===== config.mk =====
export PLATFORM = sky130hd
export DESIGN_NAME = dmem_mmio
export DESIGN_NICKNAME = d
export VERILOG_FILES = /design/src/rtl/dmem_mmio_pkg.sv /design/src/rtl/dmem_mmio_console_fifo.sv /design/src/rtl/dmem_mmio.sv
export SDC_FILE = /design/constraint.sdc
export NUM_CORES = 2
export LEC_CHECK = 0
export BUFFER_PORTS_ARGS = -buffer_cell sky130_fd_sc_hd__buf_4
export CAP_MARGIN = 25
export CORE_AREA = 2 2 438 614
export DETAILED_ROUTE_END_ITERATION = 6
export DIE_AREA = 0 0 440 616
export HOLD_SLACK_MARGIN = 0.08
export SYNTH_ARGS = -nofsm -noshare
export SYNTH_HDL_FRONTEND = slang
export SYNTH_SLANG_ARGS = --single-unit

===== constraint.sdc =====
create_clock -name clk -period 4.9 [get_ports clk]
set_input_delay 0 -clock clk [delete_from_list [all_inputs] [get_ports clk]]
set_output_delay 0 -clock clk [all_outputs]
set_load 0.1 [all_outputs]

===== src/rtl/dmem_mmio_pkg.sv =====
// Shared constants and address decode for the data-memory / MMIO responder.
package dmem_mmio_pkg;

  localparam logic [31:0] MMIO_BASE   = 32'hFFFF_0000;
  localparam logic [3:0]  OFF_CONSOLE = 4'h0;
  localparam logic [3:0]  OFF_STATUS  = 4'h4;
  localparam logic [3:0]  OFF_CYCLES  = 4'h8;
  localparam logic [3:0]  OFF_LEDS    = 4'hC;

  localparam int unsigned ST_EMPTY = 0;
  localparam int unsigned ST_FULL  = 1;
  localparam int unsigned ST_OVF   = 2;

  typedef enum logic [1:0] {REG_RAM, REG_MMIO, REG_NONE} region_e;

  function automatic region_e decode_region(input logic [31:0] addr);
    if (addr[31:16] == 16'h0000) begin
      return REG_RAM;
    end else if (addr[31:4] == MMIO_BASE[31:4]) begin
      return REG_MMIO;
    end else begin
      return REG_NONE;
    end
  endfunction

endpackage


===== src/rtl/dmem_mmio_console_fifo.sv =====
// Byte FIFO feeding the console sink; head entry is presented directly from storage.
module console_fifo #(
  parameter int unsigned DEPTH = 8
) (
  input  logic       clk,
  input  logic       rst_n,
  input  logic       push,
  input  logic [7:0] din,
  output logic       full,
  input  logic       pop,
  output logic [7:0] dout,
  output logic       empty
);

  localparam int unsigned AW = $clog2(DEPTH);

  logic [7:0]    mem_q [DEPTH];
  logic [AW-1:0] wptr_q, rptr_q;
  logic [AW:0]   cnt_q, cnt_d;
  logic          do_push, do_pop;

  assign full  = (cnt_q == (AW+1)'(DEPTH));
  assign empty = (cnt_q == '0);
  assign dout  = empty ? 8'h00 : mem_q[rptr_q];

  assign do_pop  = pop && !empty;
  // A full FIFO still accepts a push when the head leaves in the same cycle.
  assign do_push = push && (!full || do_pop);

  always_comb begin
    cnt_d = cnt_q;
    unique case ({do_push, do_pop})
      2'b10:   cnt_d = cnt_q + 1'b1;
      2'b01:   cnt_d = cnt_q - 1'b1;
      default: cnt_d = cnt_q;
    endcase
  end

  always_ff @(posedge clk or negedge rst_n) begin
    if (!rst_n) begin
      wptr_q <= '0;
      rptr_q <= '0;
      cnt_q  <= '0;
    end else begin
      cnt_q <= cnt_d;
      if (do_push) wptr_q <= wptr_q + 1'b1;
      if (do_pop)  rptr_q <= rptr_q + 1'b1;
    end
  end

  always_ff @(posedge clk) begin
    if (do_push) mem_q[wptr_q] <= din;
  end

endmodule


===== src/rtl/dmem_mmio.sv =====
// Data RAM plus MMIO page (console FIFO, status, cycle counter, LEDs).
// Define DMEM_CYCLE_COUNTER_EN to build the CYCLES counter; otherwise CYCLES reads 0.
module dmem_mmio
  import dmem_mmio_pkg::*;
#(
  parameter int unsigned RAM_WORDS  = 64,
  parameter int unsigned FIFO_DEPTH = 8
) (
  input  logic        clk,
  input  logic        reset,
  input  logic        we,
  input  logic [31:0] addr,
  input  logic [31:0] wdata,
  output logic [31:0] rdata,
  output logic        tx_valid,
  output logic [7:0]  tx_data,
  input  logic        tx_ready,
  output logic [7:0]  leds
);

  localparam int unsigned RAW = $clog2(RAM_WORDS);

  region_e     region;
  logic [3:0]  off;
  logic        mmio_wr, ram_wr;
  logic        push, pop, full, empty, ovf_set, status_wr;
  logic        ovf_q, ovf_d;
  logic [7:0]  leds_q, leds_d;
  logic [31:0] cycles_rd;
  logic [31:0] ram_q [RAM_WORDS];

  assign region  = decode_region(addr);
  assign off     = {addr[3:2], 2'b00};
  assign mmio_wr = we && (region == REG_MMIO);
  assign ram_wr  = we && (region == REG_RAM);

  assign push      = mmio_wr && (off == OFF_CONSOLE);
  assign status_wr = mmio_wr && (off == OFF_STATUS);
  assign pop       = tx_valid && tx_ready;
  assign ovf_set   = push && full && !pop;
  assign tx_valid  = !empty;
  assign leds      = leds_q;

  console_fifo #(
    .DEPTH (FIFO_DEPTH)
  ) u_fifo (
    .clk   (clk),
    .rst_n (reset),
    .push  (push),
    .din   (wdata[7:0]),
    .full  (full),
    .pop   (pop),
    .dout  (tx_data),
    .empty (empty)
  );

  always_comb begin
    ovf_d  = ovf_q;
    leds_d = leds_q;
    // A dropped byte in the same cycle as a STATUS write keeps the flag set.
    if (status_wr) ovf_d = 1'b0;
    if (ovf_set)   ovf_d = 1'b1;
    if (mmio_wr && (off == OFF_LEDS)) leds_d = wdata[7:0];
  end

  always_ff @(posedge clk or negedge reset) begin
    if (!reset) begin
      ovf_q  <= 1'b0;
      leds_q <= 8'h00;
    end else begin
      ovf_q  <= ovf_d;
      leds_q <= leds_d;
    end
  end

`ifdef DMEM_CYCLE_COUNTER_EN
  logic [31:0] cycles_q, cycles_d;

  always_comb begin
    cycles_d = cycles_q + 32'd1;
    if (mmio_wr && (off == OFF_CYCLES)) cycles_d = wdata;
  end

  always_ff @(posedge clk or negedge reset) begin
    if (!reset) cycles_q <= '0;
    else        cycles_q <= cycles_d;
  end

  assign cycles_rd = cycles_q;
`else
  assign cycles_rd = '0;
`endif

  always_ff @(posedge clk) begin
    if (ram_wr) ram_q[addr[RAW+1:2]] <= wdata;
  end

  always_comb begin
    rdata = '0;
    unique case (region)
      REG_RAM: rdata = ram_q[addr[RAW+1:2]];
      REG_MMIO: begin
        unique case (off)
          OFF_STATUS: begin
            rdata[ST_EMPTY] = empty;
            rdata[ST_FULL]  = full;
            rdata[ST_OVF]   = ovf_q;
          end
          OFF_CYCLES: rdata = cycles_rd;
          OFF_LEDS:   rdata = {24'h0, leds_q};
          default:    rdata = '0;
        endcase
      end
      default: rdata = '0;
    endcase
  end

endmodule


==> impl_metrics.toml <==
[status]
status = "completed"

[critical_path]
r2r_start = "u_fifo.cnt_q[1]"
path_cells = "dlygate4sd3_1, buf_4, nor2b_1, nand2_1, a211oi_1, or4_1, a2111oi_0, buf_4, a22o_1, buf_4"
slowest_stage = "nand2_1"
start_kind = "input port"
reg2reg_to = "u_fifo.cnt_q[2]"
cp.required_ns = 4.90
crit_type = "in -> out"
cp_max_fo = 26
cpPeakStageDelay_ns = 0.87
crit_path_end_kind = "primary output"
worstRegToRegCells = 9
cp_common_cell = "buf_4"
crit_arrival_ns = 4.24
r2r_setup_slack_ns = 2.23

[global_routing]
track_usage_pct = 15.9
grt_start_max_net_pins = 80
antenna_found_initial = 26
grt_util_met1_pct = 20.2
grtUsageMet2_pct = 27.7
top_usage_layer = "met2"
overflow = 0
grt_pass1_vias = 39610
grt.met3_usage_pct = 2.22
grt_pass1_wl_mm = 308

[detailed_routing]
viasPerCell = 5.17
drc = 0
wirelength_mm = 220
vias = 39013
drtAntennaViolNets = 0
routedWlPerCell_um = 29.2
drtIter0Drc = 4446
first_pass_iters = 6

[placed_design]
portBuffers = 114
gp_congestion = 0.833
pre_cts_ws_ns = 1.08
dp_hpwl_mm = 131

[synthesis]
ys_ff_latch = 2131
ys_seq_area_share_pct = 77.9
synth_area_leaders = "edfxtp_1 (77%), mux4_2 (15%), mux2i_1 (1.4%), nor2_1 (0.60%), dfrtp_1 (0.58%)"
yosysMostFrequentCell = "edfxtp_1"
syn_inst = 3596
yosysTopAreaCell = "edfxtp_1"
synthArstFlopShare_pct = 0.892
synthFlopType = "edfxtp_1"
netlist_top_cells_count = "edfxtp_1 (2112), mux4_2 (548), nor2_1 (132)"
synth_warnings = 0
synth_cell_types = 70
syn_area_mm2 = 0.0820
yosys.area.top_type_share_pct = 77.4
syn_nets = 3667
synth_edf_count = 2112
postSynthAreaPerCell_um2 = 22.8

[floorplan]
initial_core_util_pct = 30.9
rows = 224
die_h_um = 616
die_w_um = 440
num_io_pins = 117
placeableCoreArea_mm2 = 0.265
dieArea_mm2 = 0.271

[clock_network]
cts_tree = "done"
cts.clk_slew.worst_paths_ns = 0.06
ctsHtreeMaxLevel = 4
clock_latency_ns = 0.81
cts_inserted_buffers = 185
clock_path_buffers = 4
root_buffer = "clkbuf_16"
cts.repair.resized = 0
cts_sinks = 2131

[timing]
tns_ns = 0
setup_slack_ns = 0.657
slew-limit-headroom_pct = 22.0
fin_skew_ns = 0.0307
hold_ws_ns = 0.113
worst_pin_slew_ns = 1.16
setup_viol_count_final = 0
hold_viol_final = 0
drv_slew = 0
grt_setup_unrepaired = "false"
period_share_pct = 86.6
fmax_mhz = 236
layout_min_cycle_time_ns = 4.24

[final_layout]
final_util_pct = 35.7
layout-drive-gt1-share_pct = 29.2
num-nets-final = 3978
areaGrowthSynthToFinish_pct = 15.4
fill_cells = 24064

[worst_hold_path]
hold_path_class = "in -> reg"
hold_path_depth = 6
hold_end = "u_fifo.wptr_q[2]"
hold_start = "addr[16]"

[power_and_ir_drop]
vdd_ir_drop_max_v = 0.000273
total_leakage_power_nw = 29.1
p_per_area_mw_per_mm2 = 383

[job]
maxCapViolations = 0
[worst max-delay path by stage]
stage                     startpoint            end  slack [ns]  depth (start not counted)
after floorplan              addr[2]       rdata[1]        0.17                          9
after global placement      addr[16]  ram_q[61][10]        1.07                          7
after detailed placement    addr[27]  ram_q[37][31]        1.08                          7
after CTS                    addr[6]       rdata[3]        0.74                         10
after global routing        addr[10]       rdata[5]        0.64                         12
final                        addr[6]       rdata[3]        0.66                         10
[flip-flops by register name, indices dropped and copies added (netlist names)]
name	flops
u_fifo.wptr_q	3
u_fifo.mem_q	64
leds	8
ovf_q	1
u_fifo.rptr_q	3
ram_q	2048
u_fifo.cnt_q	4
[what timing repair did]
item,in CTS,in global routing
setup buffers,0,0
endpoints found under the hold margin,2153,0
hold buffers,44,0
endpoints found under the setup margin,0,0
[logic make-up after synthesis]
kind of cell             count (synthesis)  synth area share, %
buffers and inverters                  198                 1.15
multiplexers                           697                 17.0
XOR/XNOR                                 8               0.0855
AND/OR/NAND/NOR                        364                 2.13
adder cells (fa/ha/maj)                  3               0.0458
flip-flops                            2131                 77.9
AO/OA/AOI/OAI                          195                 1.68
[report_power, final]
| part | switching (mW) | leakage, nW | internal [mW] |
|---|---|---|---|
| sequential | 0.00000123 | 19.2 | 20.0 |
| combinational | 1.06 | 6.99 | 0.605 |
| clock | 6.41 | 2.85 | 8.18 |
[critical path: cells and delay by family]
kind / cells / cell delay, ns
AOI/OAI and AO/OA: 3 / 0.82
buffers and inverters: 4 / 1.66
and+or+nand+nor: 3 / 1.74
[per-stage QoR]
stage / std cells / cell area [um2] / total power [mW]
after global routing: 7547 / 94600 / 37.2
after global placement: 7175 / 88300 / 22.0
final: 7551 / 94600 / 36.3
after floorplan: 3596 / 82000 / 21.3
after detailed placement: 7177 / 88300 / 22.1
after CTS: 7542 / 94600 / 36.5
[layout by cell type (no fill, tap or decap), drive strengths merged, types with 9 or more instances in the layout]
cell	netlist	final
edfxtp	2112	2112
mux4	548	548
buf	128	273
clkbuf	66	233
nor2	132	132
mux2i	115	115
nand2	85	85
clkinv	0	61
dlygate4sd3	0	44
a22oi	40	40
a211oi	37	37
nand3	35	35
mux2	34	34
o21ai	33	33
and2	31	31
bufinv	0	23
o22ai	19	19
nor3	19	19
dfrtp	19	19
a21oi	15	15
nor4	11	11
nor2b	9	9
o221ai	9	9
[per-layer routing]
| layer | wire length (um) | part of all wire [%] | vias to the layer above |
|---|---|---|---|
| met5 | 93 | 0.042 | - |
| met4 | 8490 | 3.9 | 16 |
| met3 | 15300 | 7.0 | 318 |
| met2 | 113000 | 51 | 1625 |
| met1 | 83500 | 38 | 21181 |
| li1 | - | - | 15873 |
[layout make-up]
class,instances,area [um2],area share (%)
Sequential cell,2131,63900,67.5
Multi-Input combinational cell,1267,17600,18.6
Clock buffer,232,4830,5.10
Tap cell,3503,4380,4.63
Timing Repair Buffer,318,2850,3.01
Clock inverter,89,1010,1.07
Inverter,4,22.5,0.0238
Antenna cell,7,17.5,0.0185
Power figures use the tool's default switching activity.
